File: src/rtl/image_repack_pkg.sv
// Shared types and constants for the image_repack width converter.
package image_repack_pkg;

  localparam int unsigned CFG_DWIDTH_DEF = 32;
  localparam int unsigned CFG_AWIDTH_DEF = 5;
  localparam int unsigned DEPTH_NB_DEF   = 16;
  localparam int unsigned GROUP_NB_DEF   = 4;
  localparam int unsigned IMG_WIDTH_DEF  = 16;

  // Config address of the repack frame-length register.
  localparam int unsigned CFG_REPACK = 7;

  // Frame length / word counter width; taken from cfg_data[15:0].
  localparam int unsigned LEN_W = 16;
  typedef logic [LEN_W-1:0] frame_len_t;

  // Occupancy of the single-word holding register.
  typedef enum logic {
    SLOT_EMPTY = 1'b0,
    SLOT_FULL  = 1'b1
  } slot_e;

  // Index width that stays legal when only one item exists.
  function automatic int unsigned idx_width(input int unsigned n);
    return (n > 1) ? $clog2(n) : 1;
  endfunction

endpackage

File: src/rtl/image_repack_if.sv
// Config, result-stream and image-stream signals of image_repack.
// slave = the repacker's view, master = the surrounding layer logic.
interface image_repack_if
  import image_repack_pkg::*;
#(
  parameter int unsigned CFG_DWIDTH = CFG_DWIDTH_DEF,
  parameter int unsigned CFG_AWIDTH = CFG_AWIDTH_DEF,
  parameter int unsigned DEPTH_NB   = DEPTH_NB_DEF,
  parameter int unsigned GROUP_NB   = GROUP_NB_DEF,
  parameter int unsigned IMG_WIDTH  = IMG_WIDTH_DEF
);

  logic [CFG_DWIDTH-1:0]         cfg_data;
  logic [CFG_AWIDTH-1:0]         cfg_addr;
  logic                          cfg_valid;
  logic [IMG_WIDTH*DEPTH_NB-1:0] result_bus;
  logic                          result_val;
  logic                          result_rdy;
  logic [GROUP_NB*IMG_WIDTH-1:0] image_bus;
  logic                          image_last;
  logic                          image_val;
  logic                          image_rdy;

  modport master (
    output cfg_data, cfg_addr, cfg_valid, result_bus, result_val, image_rdy,
    input  result_rdy, image_bus, image_last, image_val
  );

  modport slave (
    input  cfg_data, cfg_addr, cfg_valid, result_bus, result_val, image_rdy,
    output result_rdy, image_bus, image_last, image_val
  );

endinterface

File: src/rtl/image_repack_frame.sv
// Frame length register, completed-word counter and last-word compare.
// Only instantiated when IMAGE_REPACK_LAST_EN is defined.
module image_repack_frame
  import image_repack_pkg::*;
#(
  parameter int unsigned CFG_DWIDTH = CFG_DWIDTH_DEF,
  parameter int unsigned CFG_AWIDTH = CFG_AWIDTH_DEF
) (
  input  logic                  clk,
  input  logic                  rst,
  input  logic [CFG_DWIDTH-1:0] cfg_data_i,
  input  logic [CFG_AWIDTH-1:0] cfg_addr_i,
  input  logic                  cfg_valid_i,
  input  logic                  last_beat_i,
  input  logic                  word_done_i,
  output logic                  last_o
);

  frame_len_t len_q, len_d;
  frame_len_t cnt_q, cnt_d;
  frame_len_t len_eff;
  logic       at_end;

  logic [CFG_DWIDTH-LEN_W-1:0] unused_cfg_hi;
  assign unused_cfg_hi = cfg_data_i[CFG_DWIDTH-1:LEN_W];

  // Length and counter registers
  always_ff @(posedge clk or negedge rst) begin
    if (!rst) begin
      len_q <= frame_len_t'(1);
      cnt_q <= '0;
    end else begin
      len_q <= len_d;
      cnt_q <= cnt_d;
    end
  end

  // Compare against the live length so a shrink ends the frame on the current word
  always_comb begin
    len_eff = (len_q == '0) ? frame_len_t'(1) : len_q;
    at_end  = (cnt_q >= (len_eff - frame_len_t'(1)));
    last_o  = last_beat_i && at_end;
    len_d   = len_q;
    cnt_d   = cnt_q;
    if (cfg_valid_i && (cfg_addr_i == CFG_AWIDTH'(CFG_REPACK))) begin
      len_d = cfg_data_i[LEN_W-1:0];
    end
    if (word_done_i) begin
      cnt_d = at_end ? '0 : cnt_q + frame_len_t'(1);
    end
  end

endmodule

File: src/rtl/image_repack.sv
// Splits each DEPTH_NB-pixel result word into GROUP_NB-pixel image beats,
// lowest lanes first, and flags the final beat of each frame.
// Optional: IMAGE_REPACK_LAST_EN builds the frame counter; otherwise image_last is 0.
module image_repack
  import image_repack_pkg::*;
#(
  parameter int unsigned CFG_DWIDTH = CFG_DWIDTH_DEF,
  parameter int unsigned CFG_AWIDTH = CFG_AWIDTH_DEF,
  parameter int unsigned DEPTH_NB   = DEPTH_NB_DEF,
  parameter int unsigned GROUP_NB   = GROUP_NB_DEF,
  parameter int unsigned IMG_WIDTH  = IMG_WIDTH_DEF
) (
  input  logic         clk,
  input  logic         rst,
  image_repack_if.slave bus
);

  localparam int unsigned BEATS   = DEPTH_NB / GROUP_NB;
  localparam int unsigned BEAT_W  = idx_width(BEATS);
  localparam int unsigned SLICE_W = GROUP_NB * IMG_WIDTH;
  localparam int unsigned WORD_W  = DEPTH_NB * IMG_WIDTH;
  localparam logic [BEAT_W-1:0] LAST_BEAT = BEAT_W'(BEATS - 1);

  slot_e               slot_q, slot_d;
  logic [WORD_W-1:0]   word_q, word_d;
  logic [BEAT_W-1:0]   beat_q, beat_d;
  logic                on_last_beat;
  logic                frame_last_beat;
  logic                beat_xfer;
  logic                word_done;
  logic                word_accept;
  logic                result_rdy;
  logic                image_val;
  logic                image_last;
  logic [SLICE_W-1:0]  image_bus;

  // Occupancy, word and beat registers
  always_ff @(posedge clk or negedge rst) begin
    if (!rst) begin
      slot_q <= SLOT_EMPTY;
      word_q <= '0;
      beat_q <= '0;
    end else begin
      slot_q <= slot_d;
      word_q <= word_d;
      beat_q <= beat_d;
    end
  end

  // Next state: a word accepted on the last beat's transfer replaces it without a bubble
  always_comb begin
    slot_d = slot_q;
    word_d = word_q;
    beat_d = beat_q;
    if (word_accept) begin
      slot_d = SLOT_FULL;
      word_d = bus.result_bus;
      beat_d = '0;
    end else if (word_done) begin
      slot_d = SLOT_EMPTY;
      beat_d = '0;
    end else if (beat_xfer) begin
      beat_d = beat_q + BEAT_W'(1);
    end
  end

  // Handshake outputs and lane select
  always_comb begin
    on_last_beat    = (beat_q == LAST_BEAT);
    image_val       = (slot_q == SLOT_FULL);
    frame_last_beat = image_val && on_last_beat;
    beat_xfer       = image_val && bus.image_rdy;
    word_done       = beat_xfer && on_last_beat;
    result_rdy      = rst && (!image_val || (on_last_beat && bus.image_rdy));
    word_accept     = bus.result_val && result_rdy;
    image_bus       = '0;
    for (int unsigned k = 0; k < BEATS; k++) begin
      if (beat_q == BEAT_W'(k)) begin
        image_bus = word_q[k*SLICE_W +: SLICE_W];
      end
    end
  end

`ifdef IMAGE_REPACK_LAST_EN
  image_repack_frame #(
    .CFG_DWIDTH (CFG_DWIDTH),
    .CFG_AWIDTH (CFG_AWIDTH)
  ) u_frame (
    .clk         (clk),
    .rst         (rst),
    .cfg_data_i  (bus.cfg_data),
    .cfg_addr_i  (bus.cfg_addr),
    .cfg_valid_i (bus.cfg_valid),
    .last_beat_i (frame_last_beat),
    .word_done_i (word_done),
    .last_o      (image_last)
  );
`else
  logic [CFG_DWIDTH-1:0] unused_cfg_data;
  logic                  unused_cfg_ctl;
  logic                  unused_last_beat;
  assign unused_cfg_data  = bus.cfg_data;
  assign unused_cfg_ctl   = bus.cfg_valid & (bus.cfg_addr == CFG_AWIDTH'(CFG_REPACK));
  assign unused_last_beat = frame_last_beat;
  assign image_last       = 1'b0;
`endif

  assign bus.result_rdy = result_rdy;
  assign bus.image_val  = image_val;
  assign bus.image_bus  = image_bus;
  assign bus.image_last = image_last;

endmodule

File: src/flat_wrapper.sv
// flat-port wrapper written by rule: the top's interface ports become plain ports
module image_repack_flat import image_repack_pkg::*;
#(
  parameter int unsigned CFG_DWIDTH = CFG_DWIDTH_DEF,
  parameter int unsigned CFG_AWIDTH = CFG_AWIDTH_DEF,
  parameter int unsigned DEPTH_NB   = DEPTH_NB_DEF,
  parameter int unsigned GROUP_NB   = GROUP_NB_DEF,
  parameter int unsigned IMG_WIDTH  = IMG_WIDTH_DEF
)
  (clk, rst, bus_cfg_data, bus_cfg_addr, bus_cfg_valid, bus_result_bus, bus_result_val, bus_image_rdy, bus_result_rdy, bus_image_bus, bus_image_last, bus_image_val);
  image_repack_if #(.CFG_DWIDTH(CFG_DWIDTH), .CFG_AWIDTH(CFG_AWIDTH), .DEPTH_NB(DEPTH_NB), .GROUP_NB(GROUP_NB), .IMG_WIDTH(IMG_WIDTH)) bus_i ();
  input  logic clk;
  input  logic rst;
  input wire logic [$bits(bus_i.cfg_data)-1:0] bus_cfg_data;
  input wire logic [$bits(bus_i.cfg_addr)-1:0] bus_cfg_addr;
  input wire logic [$bits(bus_i.cfg_valid)-1:0] bus_cfg_valid;
  input wire logic [$bits(bus_i.result_bus)-1:0] bus_result_bus;
  input wire logic [$bits(bus_i.result_val)-1:0] bus_result_val;
  input wire logic [$bits(bus_i.image_rdy)-1:0] bus_image_rdy;
  output wire logic [$bits(bus_i.result_rdy)-1:0] bus_result_rdy;
  output wire logic [$bits(bus_i.image_bus)-1:0] bus_image_bus;
  output wire logic [$bits(bus_i.image_last)-1:0] bus_image_last;
  output wire logic [$bits(bus_i.image_val)-1:0] bus_image_val;
  assign bus_i.cfg_data = bus_cfg_data;
  assign bus_i.cfg_addr = bus_cfg_addr;
  assign bus_i.cfg_valid = bus_cfg_valid;
  assign bus_i.result_bus = bus_result_bus;
  assign bus_i.result_val = bus_result_val;
  assign bus_i.image_rdy = bus_image_rdy;
  assign bus_result_rdy = bus_i.result_rdy;
  assign bus_image_bus = bus_i.image_bus;
  assign bus_image_last = bus_i.image_last;
  assign bus_image_val = bus_i.image_val;
  image_repack #(.CFG_DWIDTH(CFG_DWIDTH), .CFG_AWIDTH(CFG_AWIDTH), .DEPTH_NB(DEPTH_NB), .GROUP_NB(GROUP_NB), .IMG_WIDTH(IMG_WIDTH)) u_core (.clk(clk), .rst(rst), .bus(bus_i));
endmodule
File: config.mk
export PLATFORM = sky130hd
export DESIGN_NAME = image_repack_flat
export DESIGN_NICKNAME = d
export VERILOG_FILES = /design/src/rtl/image_repack_pkg.sv /design/src/rtl/image_repack_if.sv /design/src/rtl/image_repack_frame.sv /design/src/rtl/image_repack.sv /design/src/flat_wrapper.sv
export SDC_FILE = /design/constraint.sdc
export NUM_CORES = 1
export LEC_CHECK = 0
export ABC_CLOCK_PERIOD_IN_PS = 1800
export CORE_MARGIN = 2
export CORE_UTILIZATION = 42
export DETAILED_ROUTE_END_ITERATION = 10
export GPL_ROUTABILITY_DRIVEN = 0
export HOLD_SLACK_MARGIN = 0.15
export MAX_ROUTING_LAYER = met4
export PLACE_DENSITY = 0.77
export SLEW_MARGIN = 20
export SYNTH_ARGS = -nofsm -noshare
export SYNTH_HDL_FRONTEND = slang
export SYNTH_SLANG_ARGS = --single-unit
File: constraint.sdc
create_clock -name clk -period 1.8 [get_ports clk]
set_input_delay 0.27 -clock clk [delete_from_list [all_inputs] [get_ports clk]]
set_output_delay 0.27 -clock clk [all_outputs]
set_load 0.03 [all_outputs]
==> flow_metrics.tcl, run 1 <==
set metrics [dict create \
    antenna_left 0 \
    coreArea_um2 26800 \
    period_share_pct 137 \
    area_delta_synth_final_pct 74.0 \
    drv_cap 0 \
    die_width_um 169 \
    cp-end-kind "primary output" \
    min_path_cells 2 \
    die_h_um 169 \
    dp_cells 1527 \
    wl_per_cell_um 24.3 \
    synth_top_area_share_pct 56.9 \
    ys_seq_area_share_pct 56.9 \
    design_area_um2 19800 \
    cts_tree "done" \
    power_mw 40.5 \
    cts-root-buf "clkbuf_16" \
    floorplan.initialDensity_pct 42.5 \
    worstSetupPathType "flip-flop to primary output" \
    r2r_slack_ps -460 \
    grt_usage_pct 23.8 \
    synth.avg_cell_area_um2 13.2 \
    hp-class "primary input to flip-flop" \
    antenna_found_initial 5 \
    rr_endpoint "u_core.word_q[31]" \
    yosysTopAreaCell "dfrtp_1" \
    fin_ws_ps -666 \
    r2r_start "u_core.beat_q[1]" \
    drc 0 \
    grt_overflow 0 \
    hold_violations 0 \
    setup.worst_path.start_class "flip-flop" \
    io_buffer_count 325 \
    clk_pin_slew_ps 70 \
    vias 9102 \
    final_cell_mix "clkdlybuf4s50_1, dfrtp_1, mux2_4, nand2_1" \
    ios 365 \
    rsz0062_at_grt "yes" \
    drive_gt1_share_pct 43.5 \
    ys.warnings.count 0 \
    synth_nets 1166 \
    outcome "complete, but fails checks" \
    n_fill_cell 1617 \
    max-vdd-ir-drop_uv 1330 \
    relSlewSlack_pct 45.1 \
    violations "setup timing" \
    whs_endpoint "u_core.word_q[214]" \
    slew_violations 0 \
    clkSinkCount 259 \
    final_nets 1567 \
    yosys-top-cells-area "dfrtp_1, mux2_1, nand3b_1" \
    p_per_area_nw_per_um2 2050 \
    placed_area_um2 16300 \
    ctsHtreeMaxLevel 1 \
    min_from "bus_result_bus[214]" \
    grt_pass1_wl_mm 51.4 \
    min_period_ps 2470 \
    cp.required_ps 1530 \
    worst_slew_pin_slew_ps 823 \
    totalWireLength_mm 39.7 \
    cts_inserted_buffers 28 \
    crit_arrival_ps 2200 \
    fmaxAchievable_ghz 0.406 \
    grt_pass1_vias 9225 \
    finalNonFillerCells 1632 \
    dieArea_um2 28500 \
    synth_area_um2 11400 \
    worst_clock_skew_ps 11.4 \
    viasPerCell 5.58 \
    dp_hpwl_mm 22.9 \
    rows 60 \
    ys_ff_latch 259 \
    synthDistinctLibCells 23 \
    setup_viol_count_final 323 \
    final_common_cell "clkdlybuf4s50_1" \
    cts.path.max_buffers 3 \
    synth_cells 864 \
    firstDrtPassIters 5 \
    crit_path_max_fanout 23 \
    r2r_cells 12 \
    grt_max_degree 153 \
    initialDrtViolationCount 566 \
    clk_latency_ps 540 \
    p_leak_nw 8.24 \
]
[layout make-up]
| type | instances | area, um2 | area share, % |
|---|---|---|---|
| repair buffers | 440 | 5330 | 26.9 |
| inverters | 3 | 11.3 | 0.0568 |
| clock inverters | 14 | 191 | 0.966 |
| well taps | 341 | 427 | 2.15 |
| diodes | 5 | 12.5 | 0.0631 |
| flip-flops and latches | 259 | 6480 | 32.7 |
| multi-input cells | 533 | 6570 | 33.1 |
| clock buffers | 37 | 806 | 4.06 |
[flip-flops by register name (all words and copies together), names as in the netlist]
register / count
u_core.beat_q: 2
u_core.bus.image_val: 1
u_core.word_q: 256
[worst max path at each step]
| stage | from | endpoint | slack, ps | depth (start not counted) |
|---|---|---|---|---|
| finish | u_core.beat_q[0] | bus_image_bus[36] | -670 | 6 |
| global route | u_core.beat_q[0] | bus_image_bus[35] | -720 | 6 |
| CTS | u_core.beat_q[1] | bus_image_bus[19] | -640 | 6 |
| detailed placement | u_core.beat_q[0] | bus_image_bus[30] | -230 | 7 |
| global placement | u_core.beat_q[0] | bus_image_bus[30] | -210 | 7 |
| floorplan | u_core.beat_q[0] | bus_image_bus[10] | -110 | 6 |
[metal layers]
layer	vias up	wire length, um	track usage (%)
li1	3986	-	-
met4	0	1600	9.00
met1	4685	16600	29.7
met3	104	1740	3.30
met5	-	0	-
met2	327	19800	39.5
[worst max-delay path, cell delays in order (launching register included)]
cell,delay (ps)
dfrtp_2,450
buf_6,140
ha_4,230
clkbuf_16,220
nand3b_1,230
a31oi_4,230
buf_6,160
[where the power goes]
| part | switching [mW] | internal (mW) | leakage, nW | total (mW) |
|---|---|---|---|---|
| Clock | 2.47 | 3.73 | 0.479 | 6.20 |
| Combinational | 11.1 | 12.5 | 4.65 | 23.6 |
| Sequential | 1.93 | 8.78 | 3.11 | 10.7 |
| Total | 15.5 | 25.0 | 8.24 | 40.5 |
[synthesized netlist by cell type]
library cell,instances
buf_2,6
a31oi_1,64
nand2b_1,1
a21oi_2,1
inv_1,2
mux2i_1,1
clkbuf_1,38
inv_2,1
or3b_2,1
buf_4,25
a21oi_1,1
nand2_1,70
dfrtp_1,259
mux2_2,38
o22ai_1,63
mux2_1,218
o21ai_0,1
nor2_1,3
nand3b_1,64
nand3_1,1
ha_1,4
conb_1,1
and2_1,1
[logic make-up (layout without fill, tap and decap cells)]
family          Yosys count  after routing  share of synthesized area, %
flops                   259            259                          56.9
mux                     257            257                          25.4
simple gates            141            141                          6.85
compound gates          130            130                          7.14
buf+inv                  72            494                          3.26
fa+ha+maj                 4              4                         0.439
other cells               1              6                        0.0329
[repair_timing]
item	4_1_cts	5_1_grt
hold buffers	1	0
setup buffers	8	10
cloned	5	28
endpoints found under the setup margin	316	321
endpoints found under the hold margin	260	0
resized for setup	108	288
pin swaps	9	5
[stage by stage]
| step | setup TNS, ps | setup slack (ps) | util (%) | hold slack (ps) |
|---|---|---|---|---|
| CTS | -82750 | -636 | 67.2 | 301 |
| detailed placement | -45950 | -229 | 60.9 | 422 |
| finish | -131170 | -666 | 74.0 | 319 |
| global placement | -44350 | -214 | 60.9 | 414 |
| global route | -151850 | -719 | 74.0 | 319 |
| floorplan | -5650 | -111 | - | -25.6 |
No activity file was read; power rests on OpenSTA's default activity.
==> run 2: changes to the inputs <==
Settings changed: CORE_UTILIZATION 42 to 43, CTS_BUF_LIST from default to sky130_fd_sc_hd__clkbuf_8, PLACE_DENSITY 0.77 to 0.78, SLEW_MARGIN 20 to 5.
==> run 2 against run 1 <==
  * Hold slack better by 3.3 ps
  * Total power up 4.2%
  * Highest routed layer unchanged
  * Critical path depth up 2
  * The flow still finishes with violations (setup timing)
==> flow_metrics.tcl, run 2 (synthesized netlist as in run 1, its figures left out) <==
set metrics [dict create \
    outcome "complete, but fails checks" \
    violations "setup timing" \
    hp-class "primary input to flip-flop" \
    grt_overflow 0 \
    cts_inserted_buffers 46 \
    largest_reg_flops 256 \
    regArea_um2 6480 \
    fmaxAchievable_ghz 0.397 \
    cts_tree "done" \
    rows 59 \
    fin_tns_setup_ps -114940 \
    antenna_left 0 \
    clk_latency_ps 550 \
    hold_violations 0 \
    whs_ps 322 \
    die_h_um 167 \
    setup.worst_path.start_class "flip-flop" \
    cp.required_ps 1530 \
    pre_cts_slack_ps -201 \
    final_nets 1634 \
    grt_usage_pct 28.3 \
    slew_violations 0 \
    totalWireLength_mm 44.0 \
    grt_pass1_wl_mm 59.4 \
    final_cell_mix "clkdlybuf4s50_1, dfrtp_1, mux2_4, buf_6, nand3b_1" \
    cts.path.max_buffers 3 \
    io_buffer_count 325 \
    cts-root-buf "clkbuf_8" \
    area_delta_synth_final_pct 81.7 \
    p_per_area_nw_per_um2 2040 \
    min_period_ps 2520 \
    crit_path_max_fanout 8 \
    period_share_pct 140 \
    vias 9570 \
    post-route-util_pct 79.4 \
    worst_slew_pin_slew_ps 795 \
    dp_hpwl_mm 23.2 \
    top_register "u_core.word_q" \
    antenna_found_initial 7 \
    drive_gt1_share_pct 48.7 \
    final_common_cell "clkdlybuf4s50_1" \
    multi_input_area_um2 6800 \
    n_fill_cell 1349 \
    grt_pass1_vias 10300 \
    grt_max_degree 139 \
    worst_clock_skew_ps 29.7 \
    coreArea_um2 26100 \
    ios 365 \
    p_leak_nw 8.70 \
    fin_ws_ps -721 \
    wl_per_cell_um 25.8 \
    dieArea_um2 27800 \
    setup_viol_count_final 323 \
    worstSetupPathType "flip-flop to primary output" \
    relSlewSlack_pct 47.0 \
    cp-end-kind "primary output" \
    rsz0062_at_grt "yes" \
    ctsHtreeMaxLevel 2 \
    die_width_um 167 \
    floorplan.initialDensity_pct 43.7 \
    clk_pin_slew_ps 70 \
    firstDrtPassIters 5 \
    clkSinkCount 259 \
    viasPerCell 5.62 \
    crit_arrival_ps 2250 \
    drc 0 \
    initialDrtViolationCount 535 \
    drv_cap 0 \
    max-vdd-ir-drop_uv 1540 \
]
## run 2: cell count changes in the layout (fill, tap and decap cells not counted), moves of 14 or more
cell       before  now
buf_6          64   93
clkbuf_8        5   58
buf_12         38   54
inv_1           0   18
o22ai_2        20   49
nand2_1        67   53
mux2_4        229  215
clkbuf_16      52   15
o22ai_1        42    8
## run 2: final timing paths
kind                                     from              endpoint  slack [ps]  depth (start not counted)
max                          u_core.beat_q[0]     bus_image_bus[49]        -720                          8
min                        bus_result_bus[31]     u_core.word_q[31]         320                          2
max reg2reg                  u_core.beat_q[1]     u_core.word_q[12]        -470                         12
min reg2reg                 u_core.word_q[72]     u_core.word_q[72]         480                          1
max in group asynchronous                 rst     u_core.word_q[11]         720                          3
min in group asynchronous                 rst  u_core.bus.image_val         420                          3
## run 2: through the flow
step | total power, mW | instances | cell area [um2]
after floorplan | 22.1 | 864 | 12400
after global placement | 28.6 | 1539 | 16600
after detailed placement | 29.2 | 1539 | 16600
after CTS | 38.3 | 1659 | 19000
after global routing | 43.9 | 1703 | 20700
final | 42.3 | 1703 | 20700
## run 2: routing by layer
layer  routed length, um  part of all wire (%)  GRT usage, %  up-vias
met3                2320                   5.3          5.58      141
li1                    -                     -             -     4124
met5                   0                     0             -        -
met4                2160                   4.9          12.1        0
met1               17400                    40          33.7     4891
met2               22100                    50          47.1      414
## run 2: timing repair
action | in CTS | in global routing
resized for setup | 175 | 303
setup endpoints to repair | 318 | 322
buffers inserted | 23 | 29
pin swaps | 12 | 3
cloned | 21 | 16
hold buffers | 1 | 0
endpoints found under the hold margin | 260 | 0
## run 2: critical path: stages, from the launching register on
cell      delay [ps]
dfrtp_2          450
inv_2             90
buf_6            100
ha_4             160
buf_12           170
buf_6            130
nand3b_1         190
a31oi_4          250
buf_6            160
## run 2: area by class of cell
cell class / instances / share of cell area [%]
Antenna cell: 7 / 0.0846
Clock buffer: 58 / 3.86
Clock inverter: 19 / 0.351
Inverter: 3 / 0.139
Multi-Input combinational cell: 533 / 32.9
Sequential cell: 259 / 31.3
Tap cell: 335 / 2.03
Timing Repair Buffer: 489 / 29.3
## run 2: power breakdown
group / leakage (nW) / total (mW) / switching, mW / internal [mW]
sequential: 3.11 / 11.0 / 2.23 / 8.79
combinational: 5.07 / 25.9 / 11.9 / 14.0
clock: 0.517 / 5.32 / 2.46 / 2.86
total: 8.70 / 42.3 / 16.6 / 25.6
==> run 3: changes to the inputs <==
Settings changed: CTS_CLUSTER_DIAMETER from default to 120, GPL_TIMING_DRIVEN from default to 1.
==> results of run 3 <==
The final DEF is identical to that of run 2; final timing and power are the same.
